<file path="config.mk">
export PLATFORM = sky130hd
export DESIGN_NAME = lock_ctrl_multi
export DESIGN_NICKNAME = d
export VERILOG_FILES = /design/src/rtl/lock_ctrl_multi.sv
export SDC_FILE = /design/constraint.sdc
export NUM_CORES = 1
export LEC_CHECK = 0
export ABC_AREA = 1
export CELL_PAD_IN_SITES_DETAIL_PLACEMENT = 1
export CELL_PAD_IN_SITES_GLOBAL_PLACEMENT = 1
export CORE_MARGIN = 2
export CORE_UTILIZATION = 37
export CTS_BUF_LIST = sky130_fd_sc_hd__clkbuf_16
export CTS_CLUSTER_DIAMETER = 50
export DETAILED_ROUTE_END_ITERATION = 7
export PLACE_DENSITY = 0.9
export SYNTH_ARGS = -nofsm -noshare
export SYNTH_HDL_FRONTEND = slang
export SYNTH_SLANG_ARGS = --single-unit
</file>
<file path="constraint.sdc">
create_clock -name clk -period 3.8 [get_ports clk]
set_input_delay 0.76 -clock clk [delete_from_list [all_inputs] [get_ports clk]]
set_output_delay 0.76 -clock clk [all_outputs]
set_load 0.05 [all_outputs]
</file>
<file path="src/rtl/lock_ctrl_multi.sv">
// lock_ctrl_multi: keypad door-lock controller with N user PINs, a master PIN,
// escalating lockout after failed attempts, door-open alarm and a setup handshake.
//
// Handshake semantics: key_valid and setup_end are single-cycle strobes with no
// ready back-pressure. A strobe is consumed on the clock edge where it is high
// if the controller is in a state that accepts it (keys in ENTRY, setup_end in
// SETUP). Otherwise it is dropped.
//
// All outputs are registered. Each output value is computed from the next state,
// so it changes on the same edge that enters the state.
module lock_ctrl_multi #(
  parameter int CLK_FREQ   = 50_000_000,
  parameter int PIN_DIGITS = 4,
  parameter int N_USERS    = 4,
  localparam int PIN_W     = PIN_DIGITS * 4,
  localparam int UID_W     = (N_USERS > 1) ? $clog2(N_USERS) : 1
) (
  input  logic                       clk,
  input  logic                       rst,
  input  logic                       door_closed,
  input  logic                       inner_btn,
  input  logic                       key_valid,
  input  logic [3:0]                 key_code,
  input  logic [N_USERS*PIN_W-1:0]   user_pins,
  input  logic [N_USERS-1:0]         user_en,
  input  logic [PIN_W-1:0]           master_pin,
  input  logic                       bip_en,
  input  logic [6:0]                 bip_time,
  input  logic [6:0]                 lock_time,
  input  logic                       setup_end,
  output logic                       lock,
  output logic                       bip,
  output logic                       setup_on,
  output logic [PIN_W-1:0]           bcd_out,
  output logic                       bcd_en,
  output logic [UID_W-1:0]           user_id,
  output logic [3:0]                 fail_count,
  output logic [2:0]                 state_dbg
);

  localparam int PRESC_W = $clog2(CLK_FREQ);
  localparam int CNT_W   = $clog2(PIN_DIGITS + 1);

  typedef enum logic [2:0] {
    S_RESET    = 3'd0,
    S_ENTRY    = 3'd1,
    S_CHECK    = 3'd2,
    S_LOCKOUT  = 3'd3,
    S_SETUP    = 3'd4,
    S_UNLOCKED = 3'd5,
    S_OPEN     = 3'd6,
    S_RELOCK   = 3'd7
  } state_t;

  state_t               state_q, state_d;
  logic [PIN_W-1:0]     entry_q, entry_d;
  logic [CNT_W-1:0]     count_q, count_d;
  logic [PRESC_W-1:0]   presc_q, presc_d;
  logic [7:0]           sec_q, sec_d;
  logic                 lock_q, lock_d;
  logic                 bip_q, bip_d;
  logic                 setup_on_q, setup_on_d;
  logic [PIN_W-1:0]     bcd_out_q, bcd_out_d;
  logic                 bcd_en_q, bcd_en_d;
  logic [UID_W-1:0]     user_id_q, user_id_d;
  logic [3:0]           fail_count_q, fail_count_d;

  logic                 key_digit, key_star, key_hash;
  logic                 entry_full;
  logic                 master_hit;
  logic                 user_hit;
  logic [UID_W-1:0]     user_idx;
  logic [7:0]           lockout_secs;

  assign key_digit  = key_valid && (key_code <= 4'd9);
  assign key_star   = key_valid && (key_code == 4'hA);
  assign key_hash   = key_valid && (key_code == 4'hB);
  assign entry_full = (count_q == CNT_W'(PIN_DIGITS));
  assign master_hit = (entry_q == master_pin);

  // Lowest enabled slot whose stored PIN equals the entry register
  always_comb begin
    user_hit = 1'b0;
    user_idx = '0;
    for (int k = N_USERS - 1; k >= 0; k--) begin
      if (user_en[k] && (entry_q == user_pins[k*PIN_W +: PIN_W])) begin
        user_hit = 1'b1;
        user_idx = UID_W'(k);
      end
    end
  end

  // Lockout length in seconds, escalating with the consecutive failure count
  always_comb begin
    if (fail_count_q <= 4'd2)      lockout_secs = 8'd1;
    else if (fail_count_q == 4'd3) lockout_secs = 8'd10;
    else if (fail_count_q == 4'd4) lockout_secs = 8'd20;
    else                           lockout_secs = 8'd30;
  end

  // Next-state, entry register, match bookkeeping
  always_comb begin
    state_d      = state_q;
    entry_d      = entry_q;
    count_d      = count_q;
    user_id_d    = user_id_q;
    fail_count_d = fail_count_q;

    case (state_q)
      S_RESET: begin
        if (door_closed) state_d = S_ENTRY;
      end
      S_ENTRY: begin
        if (key_star) begin
          state_d = S_CHECK;
        end else if (inner_btn) begin
          state_d = S_UNLOCKED;
        end else if (key_hash) begin
          entry_d = '0;
          count_d = '0;
        end else if (key_digit) begin
          entry_d = {entry_q[PIN_W-5:0], key_code};
          if (!entry_full) count_d = count_q + 1'b1;
        end
      end
      S_CHECK: begin
        if (entry_full && master_hit) begin
          state_d      = S_SETUP;
          fail_count_d = 4'd0;
        end else if (entry_full && user_hit) begin
          state_d      = S_UNLOCKED;
          user_id_d    = user_idx;
          fail_count_d = 4'd0;
        end else begin
          state_d      = S_LOCKOUT;
          fail_count_d = (fail_count_q == 4'hF) ? 4'hF : fail_count_q + 4'd1;
        end
      end
      S_LOCKOUT: begin
        if (sec_q >= lockout_secs) state_d = S_ENTRY;
      end
      S_SETUP: begin
        if (setup_end) state_d = S_ENTRY;
      end
      S_UNLOCKED: begin
        if (!door_closed) state_d = S_OPEN;
        else if ((sec_q >= {1'b0, lock_time}) || inner_btn) state_d = S_RELOCK;
      end
      S_OPEN: begin
        if (door_closed) state_d = S_UNLOCKED;
      end
      S_RELOCK: begin
        state_d = S_ENTRY;
      end
      default: begin
        state_d = S_RESET;
      end
    endcase

    // The entry register only carries meaning while a PIN is being typed or checked
    if ((state_d != S_ENTRY) && (state_d != S_CHECK)) begin
      entry_d = '0;
      count_d = '0;
    end
  end

  // Prescaler and seconds counter, restarted on every state change
  always_comb begin
    presc_d = presc_q;
    sec_d   = sec_q;
    if (state_d != state_q) begin
      presc_d = '0;
      sec_d   = 8'd0;
    end else if (presc_q == PRESC_W'(CLK_FREQ - 1)) begin
      presc_d = '0;
      sec_d   = (sec_q == 8'hFF) ? 8'hFF : sec_q + 8'd1;
    end else begin
      presc_d = presc_q + 1'b1;
    end
  end

  // Output values for the state being entered
  always_comb begin
    lock_d     = !((state_d == S_RESET) || (state_d == S_UNLOCKED) || (state_d == S_OPEN));
    setup_on_d = (state_d == S_SETUP);
    // Alarm latches once the open-door time expires and drops when OPEN is left
    bip_d      = (state_q == S_OPEN) && (state_d == S_OPEN) &&
                 (bip_q || (bip_en && (sec_q >= {1'b0, bip_time})));
    bcd_en_d   = 1'b0;
    bcd_out_d  = {PIN_DIGITS{4'hF}};
    case (state_d)
      S_ENTRY: begin
        bcd_en_d = 1'b1;
        for (int j = 0; j < PIN_DIGITS; j++) begin
          bcd_out_d[j*4 +: 4] = (j < int'(count_d)) ? entry_d[j*4 +: 4] : 4'hF;
        end
      end
      S_LOCKOUT: begin
        bcd_en_d  = 1'b1;
        bcd_out_d = {PIN_DIGITS{4'hE}};
      end
      default: begin
        bcd_en_d  = 1'b0;
        bcd_out_d = {PIN_DIGITS{4'hF}};
      end
    endcase
  end

  // State and output registers
  always_ff @(posedge clk or posedge rst) begin
    if (rst) begin
      state_q      <= S_RESET;
      entry_q      <= '0;
      count_q      <= '0;
      presc_q      <= '0;
      sec_q        <= 8'd0;
      lock_q       <= 1'b0;
      bip_q        <= 1'b0;
      setup_on_q   <= 1'b0;
      bcd_out_q    <= {PIN_DIGITS{4'hF}};
      bcd_en_q     <= 1'b0;
      user_id_q    <= '0;
      fail_count_q <= 4'd0;
    end else begin
      state_q      <= state_d;
      entry_q      <= entry_d;
      count_q      <= count_d;
      presc_q      <= presc_d;
      sec_q        <= sec_d;
      lock_q       <= lock_d;
      bip_q        <= bip_d;
      setup_on_q   <= setup_on_d;
      bcd_out_q    <= bcd_out_d;
      bcd_en_q     <= bcd_en_d;
      user_id_q    <= user_id_d;
      fail_count_q <= fail_count_d;
    end
  end

  assign lock       = lock_q;
  assign bip        = bip_q;
  assign setup_on   = setup_on_q;
  assign bcd_out    = bcd_out_q;
  assign bcd_en     = bcd_en_q;
  assign user_id    = user_id_q;
  assign fail_count = fail_count_q;
  assign state_dbg  = state_q;

endmodule
</file>
Word-level counts from Yosys, hierarchy flattened

Cells that the tools add are included.

$add $sub $neg: 4
Order comparisons: 9
Eq/ne operators: 28
Muxes and demuxes: 49
Bitwise gates (word level): 1
Reduce and logical (&&, ||, !) cells: 23

Operators with widths:

| kind                    | number |
|---|---|
| $mux W16                | 6 |
| $eq A16 B16 Y1          | 5 |
| $mux W26                | 2 |
| $mux W3                 | 17 |
| $mux W4                 | 8 |
| $pmux W16 S2            | 1 |
| $add A26 B1 Y26 const B | 1 |
| $eq A26 B26 Y1 const B  | 1 |
| $eq A3 B3 Y1 const B    | 8 |
| $mux W8                 | 3 |
| $pmux W3 S8             | 1 |
| $ge A8 B7 Y1            | 2 |
| $logic_and A1 B1 Y1     | 13 |
| $eq A4 B4 Y1 const B    | 3 |
| $mux W5                 | 2 |
| $eq A3 B2 Y1 const B    | 3 |
| $add A8 B1 Y8 const B   | 1 |
| $eq A8 B8 Y1 const B    | 1 |
| $ge A8 B8 Y1            | 1 |
| $mux W2                 | 4 |
| $eq A3 B1 Y1 const B    | 2 |
| $logic_not A3 Y1        | 2 |
| $lt A1 B3 Y1 const A    | 2 |
| $lt A2 B3 Y1 const A    | 2 |
| 16 further kinds        | 23 |

Flip-flop bits (word level): 82
Output and inout port bits: 29
Logic and storage cells: 126

Longest topological paths before layout

Gate-level depths: netlist of the first run.

Depth in word-level cells: 16
Gate-level depth with buffers: 21
Gate-level depth less buffers: 21

Least setup slack after synthesis of the first run

No wires, ideal clock.

Kind: register to register
Start: register fail_count_q[0] (netlist: fail_count[0])
End: register bcd_out_q[5] (netlist: bcd_out[5])
Arrival: 3.154 ns
Data required time: 3.728 ns
Path slack: 0.574 ns
Cell stages (with the launch flop): 20
Buffers on the path: 1
Period minus slack after synthesis: 3.226 ns
Path through: dfrtp_1 -> inv_1 -> ha_1 -> inv_1 -> a21oi_1 -> a31o_2 -> ha_1 -> nand2_1 -> o21ai_0 -> nand2_1 -> nand4_1 -> o21ai_1 -> nor2_1 -> nand3_4 -> nand2_4 -> nand2_4 -> nor2_4 -> inv_2 -> buf_2 -> o21ai_1

Longest elaborated chain between the ends: 13

RTL lines:

| item                                                | line | source |
|---|---|---|
| start: declaration                                  | 66   | `logic [3:0] fail_count_q, fail_count_d;` |
| start signal: assignment                            | 236  | `fail_count_q <= fail_count_d;` |
| $eq A4 B3 Y1                                        | 97   | `else if (fail_count_q == 4'd4) lockout_secs = 8'd20;` |
| $mux W4                                             | 97   |  |
| $mux W5                                             | 96   | `else if (fail_count_q == 4'd3) lockout_secs = 8'd10;` |
| $mux W5 (*)                                         | 95   | `if (fail_count_q <= 4'd2) lockout_secs = 8'd1;` |
| $ge A8 B8 Y1 (*)                                    | 140  | `if (sec_q >= lockout_secs) state_d = S_ENTRY;` |
| $mux W3 (*)                                         | 140  |  |
| $pmux W3 S8 (*)                                     | 109  | `case (state_q)` |
| $ne A3 B1 Y1 / $ne A3 B2 Y1 (equally long branches) | 161  | `if ((state_d != S_ENTRY) && (state_d != S_CHECK)) begin` |
| $logic_and A1 B1 Y1                                 | 161  |  |
| $mux W3                                             | 161  |  |
| $lt A1 B3 Y1                                        | 195  | `bcd_out_d[j*4 +: 4] = (j < int'(count_d)) ? entry_d[j*4 +: 4] : 4'hF;` |
| $mux W4                                             | 195  |  |
| $pmux W16 S2 (*)                                    | 191  | `case (state_d)` |
| named net bcd_out_d[5]                              | 63   | `logic [PIN_W-1:0] bcd_out_q, bcd_out_d;` |
| end signal: assignment                              | 220  | `bcd_out_q <= {PIN_DIGITS{4'hF}};` |
| end signal: assignment                              | 233  | `bcd_out_q <= bcd_out_d;` |
| end: declaration                                    | 63   |  |

The timed path passes the listed nets; every way through them passes the cells marked *.
A chain may end at the register's enable or synchronous reset.

Worst setup path in the final report of the first run

Start: register fail_count_q[0] (netlist: fail_count[0])
End: register presc_q[2]

Longest elaborated chain between the ends: 9

RTL lines:

| item                   | line | source |
|---|---|---|
| $eq A4 B3 Y1           | 97   |  |
| $mux W4                | 97   |  |
| $mux W5                | 96   |  |
| $mux W5 (*)            | 95   |  |
| $ge A8 B8 Y1 (*)       | 140  |  |
| $mux W3 (*)            | 140  |  |
| $pmux W3 S8 (*)        | 109  |  |
| named net state_d[1]   | 55   | `state_t state_q, state_d;` |
| $ne A3 B3 Y1 (*)       | 171  | `if (state_d != state_q) begin` |
| $mux W26 (*)           | 171  |  |
| named net presc_d[2]   | 58   | `logic [PRESC_W-1:0] presc_q, presc_d;` |
| end signal: assignment | 228  | `presc_q <= presc_d;` |
| end: declaration       | 58   |  |

Marked as above.

==> impl_metrics.env, run 1 <==
export IMPL_synth_adder_area_share_pct=5.32
export IMPL_hold_violations=0
export IMPL_fmax_mhz=285
export IMPL_slowest_stage="dfrtp_1"
export IMPL_path_clk_slew_ps=60
export IMPL_clock_latency_ps=340
export IMPL_synth_top_family_by_area="simple AND/OR/NAND/NOR gates"
export IMPL_p_leak_uw=0.00377
export IMPL_yosysWarningCount=0
export IMPL_ys_ff_latch=82
export IMPL_n_antenna_cell=0
export IMPL_nNetsFinal=1134
export IMPL_pwr_share_seq_pct=28.7
export IMPL_synth_fp_nets=998
export IMPL_crit_top_cell="nand2_1"
export IMPL_syn2layout_area_growth_pct=30.6
export IMPL_dieArea_sq_um=17600
export IMPL_syn_avg_cell_area_sq_um=7.09
export IMPL_cp_slowest_stage_delay_ps=440
export IMPL_grt_ovfl_total=0
export IMPL_numPortBuffers=137
export IMPL_tritoncts="yes"
export IMPL_crit_fanout=17
export IMPL_min_period_ps=3510
export IMPL_layout_drive_gt1_share_pct=9.17
export IMPL_fp_dieH_um=133
export IMPL_gp_congestion=0.830
export IMPL_dp_hpwl_mm=16.0
export IMPL_synthArstFlopShare_pct=100
export IMPL_drt_iter0_drc=210
export IMPL_first_global_vias=6591
export IMPL_synthSimpleGateAreaFrac_pct=33.6
export IMPL_cap_violations=0
export IMPL_drt_wirelength_per_cell_um=16.2
export IMPL_coreArea_sq_um=16300
export IMPL_ir_drop_mv=0.348
export IMPL_cts_path_max_buffers=2
export IMPL_viasPerCell=4.90
export IMPL_layout_commonest_cell="nand2_1"
export IMPL_setup_violations=0
export IMPL_clock_skew_ps=6.45
export IMPL_ys_flop_type="dfrtp_1"
export IMPL_synth_area_mux_share_pct=0
export IMPL_min_path_type="reg2reg"
export IMPL_ios=138
export IMPL_synth_edf_count=0
export IMPL_power_frac_comb_pct=49.8
export IMPL_postCtsHoldBufs=0
export IMPL_maxSlewHeadroom_pct=59.5
export IMPL_outcome="complete, no violations"
export IMPL_synth_compound_area_share_pct=9.24
export IMPL_via_count=5995
export IMPL_start_util_pct=37.4
export IMPL_place_ws_ps=224
export IMPL_crit_chain="inv_1 > ha_1 > inv_1 > a21oi_1 > a31o_2 > ha_1 > nand2_1 > o21ai_0 > nand2_1 > nand4_1 > o21ai_1 > nor2_1 > nand2_4 > nand2_1 > nand3_1 > nor2_4 > nand2_4 > nor3_1"
export IMPL_numCtsBuffers=9
export IMPL_rsz0062_at_grt="false"
export IMPL_post_synth_inst_count=863
export IMPL_ys_seq_area_share_pct=33.9
export IMPL_cellPowerDensity_nw_per_um2=488
export IMPL_drcViolationCount=0
export IMPL_firstDrtPassIters=4
export IMPL_grt_first_pass_wirelength_mm=32.8
export IMPL_synth_cell_types=46
export IMPL_crit_type="reg2reg"
export IMPL_cts_resized=0
export IMPL_p_int_uw=2090
export IMPL_ant_nets=0
export IMPL_chipWidth_um=133
export IMPL_worstMarginPinSlew_ps=603
export IMPL_switching_share_pct=46.5
export IMPL_antenna_found_initial=0
export IMPL_track_usage_pct=23.3
export IMPL_synth_xor_area_share_pct=7.16
export IMPL_tns_ps=0
export IMPL_drv_slew=0
export IMPL_worstPathRequired_ps=4030
export IMPL_layout_common_cells="208 x nand2_1, 139 x inv_1, 137 x clkdlybuf4s50_1"
export IMPL_post_cts_setup_buffer_count=0
export IMPL_rows=47
export IMPL_start_kind="flip-flop"
export IMPL_worstPathArrival_ps=3740
export IMPL_power_switching_uw=1810
export IMPL_pwr_share_clk_pct=21.5
export IMPL_cp_end_kind="flip-flop"
export IMPL_netlist_area_sq_um=6120
export IMPL_reg2reg_slack_ps=290
export IMPL_period_share_pct=92.3
export IMPL_whs_ps=488
export IMPL_clock_sink_count=82
export IMPL_setup_ws_ps=294
export IMPL_clockRootBuffer="clkbuf_16"
export IMPL_htreeDepth=3
export IMPL_routed_wl_mm=19.8
export IMPL_grt_max_degree=56
## registers in the layout, indices dropped and copies added (netlist names)
| name | flops |
|---|---|
| bcd_out | 16 |
| presc_q | 26 |
| bip | 1 |
| entry_q | 16 |
| bcd_en | 1 |
| user_id | 2 |
| state_dbg | 3 |
| setup_on | 1 |
| count_q | 3 |
| lock | 1 |
| fail_count | 4 |
| sec_q | 8 |
## critical path, delay by kind of cell (launching register included)
kind / cells / cell delay [ps]
AND/OR/NAND/NOR: 10 / 1640
AO/OA/AOI/OAI: 4 / 610
adder cells (fa/ha/maj): 2 / 500
flip-flops: 1 / 440
buffers and inverters: 2 / 180
## power groups by stage
stage	Combinational [uW]	Sequential [uW]	Clock (uW)
after CTS	1970	1120	844
final	1940	1120	836
after global placement	1870	1130	0
after detailed placement	1950	1130	0
after floorplan	1220	1290	0
after global routing	2130	1130	891
## cells by family after synthesis
logic type | after synthesis
compound gates | 96
flops | 82
simple gates | 439
xor+xnor | 50
buf+inv | 170
fa+ha+maj | 26
## path summary, 6_finish.rpt
check,start,to,cells past startpoint
worst max-delay path,fail_count[0],presc_q[2],18
worst min-delay path,user_id[0],user_id[0],2
worst max register to register,fail_count[0],presc_q[2],18
worst min register to register,user_id[0],user_id[0],2
max in group asynchronous,rst,bcd_out[12],3
min in group asynchronous,rst,entry_q[15],2
## cell usage after synthesis, types with 2 or more instances
cell	count	area share, %
nand3_2	2	0.33
nand2_1	208	13
buf_2	9	0.74
nor4_1	6	0.61
xor2_1	17	2.4
clkbuf_1	3	0.18
dfstp_2	16	6.9
o21ai_1	9	0.74
xnor2_1	33	4.7
dfrtp_1	66	27
nor3_2	5	0.82
o211ai_1	3	0.37
or2_1	3	0.31
a21oi_1	28	2.3
nand4_1	14	1.4
ha_1	26	5.3
a31oi_1	4	0.41
a21boi_1	2	0.25
nor2_2	5	0.51
o21ai_0	31	2.5
inv_1	138	8.5
inv_2	18	1.1
nor3_1	18	1.5
nand2_2	4	0.41
nor2_1	106	6.5
a21boi_0	6	0.74
nand2_4	5	0.92
nor2_8	2	0.65
o22ai_1	2	0.20
nor2_4	13	2.4
o21a_1	5	0.61
nand3_1	40	3.3
or2_0	3	0.31
## area by class of cell
cell class | count | area, sq um
clock buffer | 9 | 225
timing repair buffer | 139 | 1400
fill | 2105 | 8360
tap | 220 | 275
sequential | 82 | 2070
clock inverter | 6 | 51.3
multi-input combinational | 611 | 3380
inverter | 156 | 587
## layer usage
metal  track usage [%]  share of wire, %  wire length, um  vias to the layer above
li1                  -                 -                -                     2959
met1              27.8                43             8500                     2853
met2              42.8                51            10100                      150
met4              7.47               2.2              433                        0
met5                 0                 0                0                        -
met3              3.30               4.1              809                       33
## metrics by stage
| step | util [%] | instance area (sq um) | std cells | total power, uW |
|---|---|---|---|---|
| 2_1_floorplan | - | 6120 | 863 | 2510 |
| 3_3_place_gp | 47.2 | 7720 | 1208 | 3000 |
| 3_5_place_dp | 47.2 | 7720 | 1208 | 3080 |
| 4_1_cts | 48.9 | 7990 | 1223 | 3930 |
| 5_1_grt | 48.9 | 7990 | 1223 | 4160 |
| 6_report | 48.9 | 7990 | 1223 | 3900 |
Power figures use the tool's default switching activity.
==> run 2, diff against run 1 <==
--- a/config.mk
+++ b/config.mk
@@ -8,7 +8,6 @@
 export ABC_AREA = 1
 export CELL_PAD_IN_SITES_DETAIL_PLACEMENT = 1
 export CELL_PAD_IN_SITES_GLOBAL_PLACEMENT = 1
-export CORE_MARGIN = 2
 export CORE_UTILIZATION = 37
 export CTS_BUF_LIST = sky130_fd_sc_hd__clkbuf_16
 export CTS_CLUSTER_DIAMETER = 50
@@ -17,3 +16,4 @@
 export SYNTH_ARGS = -nofsm -noshare
 export SYNTH_HDL_FRONTEND = slang
 export SYNTH_SLANG_ARGS = --single-unit
+export TNS_END_PERCENT = 1
==> run 2 against run 1 <==
Setup slack better by 32 ps. Sequential power is essentially flat. Critical path depth grew 1. Routed wire length rose by 1.0%. Hold slack got worse by 29 ps. Total power increased by 0.77%. Design area is essentially flat. Critical path type unchanged. Critical endpoint is now bcd_out[2]. Highest routed layer unchanged.
==> impl_metrics.env, run 2 (synthesis results as in run 1) <==
export IMPL_chipWidth_um=131
export IMPL_cts_resized=0
export IMPL_htreeDepth=3
export IMPL_numCtsBuffers=9
export IMPL_drt_iter0_drc=203
export IMPL_track_usage_pct=24.4
export IMPL_tritoncts="yes"
export IMPL_ir_drop_mv=0.368
export IMPL_postCtsHoldBufs=0
export IMPL_start_util_pct=38.2
export IMPL_reg2reg_depth=19
export IMPL_grt_ovfl_total=0
export IMPL_via_count=6026
export IMPL_hold_violations=0
export IMPL_drv_slew=0
export IMPL_pwr_share_clk_pct=21.5
export IMPL_crit_type="reg2reg"
export IMPL_drcViolationCount=0
export IMPL_coreArea_sq_um=16000
export IMPL_routed_wl_mm=20.0
export IMPL_worstMarginPinSlew_ps=764
export IMPL_cellPowerDensity_nw_per_um2=491
export IMPL_period_share_pct=91.4
export IMPL_min_path_type="reg2reg"
export IMPL_worstPathArrival_ps=3750
export IMPL_drt_wirelength_per_cell_um=16.4
export IMPL_layout_commonest_cell="nand2_1"
export IMPL_p_leak_uw=0.00378
export IMPL_clock_sink_count=82
export IMPL_clockRootBuffer="clkbuf_16"
export IMPL_regMostFlops="presc_q"
export IMPL_timing_rr_end="bcd_out[2]"
export IMPL_cap_violations=0
export IMPL_largest_reg_flops=26
export IMPL_worstPathRequired_ps=4080
export IMPL_layout_drive_gt1_share_pct=9.24
export IMPL_maxSlewHeadroom_pct=49.0
export IMPL_r2r_start="fail_count[0]"
export IMPL_start_kind="flip-flop"
export IMPL_clock_latency_ps=340
export IMPL_crit_fanout=13
export IMPL_outcome="complete, no violations"
export IMPL_layout_common_cells="208 x nand2_1, 141 x inv_1, 137 x clkdlybuf4s50_1"
export IMPL_n_antenna_cell=0
export IMPL_cp_end_kind="flip-flop"
export IMPL_hold_end="presc_q[0]"
export IMPL_cts_path_max_buffers=2
export IMPL_nFillCells=2072
export IMPL_antenna_found_initial=0
export IMPL_path_clk_slew_ps=60
export IMPL_hold_depth=1
export IMPL_rsz0062_at_grt="false"
export IMPL_dp_hpwl_mm=16.1
export IMPL_power_frac_comb_pct=50.1
export IMPL_pwr_share_seq_pct=28.4
export IMPL_dieArea_sq_um=17100
export IMPL_grt_max_degree=42
export IMPL_setup_violations=0
export IMPL_tns_ps=0
export IMPL_switching_share_pct=46.8
export IMPL_min_period_ps=3470
export IMPL_gp_congestion=0.801
export IMPL_grt_first_pass_wirelength_mm=31.7
export IMPL_fmax_mhz=288
export IMPL_postLayoutCoreUtil_pct=50.0
export IMPL_post_cts_setup_buffer_count=0
export IMPL_p_int_uw=2090
export IMPL_power_switching_uw=1840
export IMPL_reg2reg_slack_ps=330
export IMPL_syn2layout_area_growth_pct=30.7
export IMPL_nNetsFinal=1136
export IMPL_clock_skew_ps=7.10
export IMPL_numPortBuffers=137
export IMPL_first_global_vias=6392
export IMPL_ant_nets=0
export IMPL_firstDrtPassIters=4
export IMPL_rows=46
export IMPL_hold_start="presc_q[0]"
export IMPL_ios=138
export IMPL_viasPerCell=4.93
export IMPL_fp_dieH_um=131
## run 2: cell types whose count changed in the layout (fill, tap and decap cells not counted), sizes merged
| cell | previous run | this run |
|---|---|---|
| buf | 2 | 4 |
| inv | 157 | 159 |
| clkinv | 4 | 3 |
## run 2: worst max-delay path by stage
stage | start | endpoint | slack [ps] | depth (start not counted)
6_report | fail_count[0] | bcd_out[2] | 330 | 19
5_1_grt | fail_count[0] | bcd_out[2] | 60 | 19
4_1_cts | fail_count[0] | bcd_out[2] | 320 | 19
3_5_place_dp | lock_time[5] | bcd_out[2] | 150 | 16
3_3_place_gp | lock_time[3] | bcd_out[1] | 390 | 17
2_1_floorplan | fail_count[0] | bcd_out[5] | 570 | 19
## run 2: per-stage QoR
stage	hold slack [ps]	instances	power, uW	worst slack (ps)	area (sq um)
floorplan	431	863	2510	574	6120
global placement	445	1206	3020	389	7710
detailed placement	455	1206	3090	153	7710
CTS	462	1222	3960	318	8000
global route	488	1222	4140	65.0	8000
finish	459	1222	3930	326	8000
## run 2: routing by layer
layer	wire (um)	track usage, %	vias to the layer above
met5	0	0	-
met3	1220	4.19	28
met1	8490	28.4	2880
met4	401	7.84	0
met2	9930	45.3	149
li1	-	-	2969
## run 2: layout make-up
| class | instances | area, sq um | share of cell area (%) |
|---|---|---|---|
| timing repair buffer | 141 | 1400 | 17.5 |
| clock inverter | 7 | 57.6 | 0.720 |
| inverter | 156 | 587 | 7.34 |
| tap | 216 | 270 | 3.38 |
| clock buffer | 9 | 225 | 2.82 |
| sequential | 82 | 2070 | 25.9 |
| multi-input combinational | 611 | 3380 | 42.3 |
## run 2: critical path, cell delays in order, from the launching register on
cell and delay [ps]:
dfrtp_1 470, inv_1 130, ha_1 220, inv_1 80
a21oi_1 90, a31o_2 250, ha_1 290, nand2_1 60
o21ai_0 180, nand2_1 70, nand4_1 70, o21ai_1 60
nor2_1 340, nand3_4 170, nand2_4 140, nand2_4 70
nor2_4 180, inv_2 150, or2_1 270, nand3_1 90
## run 2: power by group through the flow
stage | combinational [uW] | sequential [uW] | clock (uW)
floorplan | 1220 | 1290 | 0
global placement | 1890 | 1120 | 0
detailed placement | 1970 | 1130 | 0
CTS | 1990 | 1120 | 855
global route | 2130 | 1130 | 882
finish | 1970 | 1120 | 844
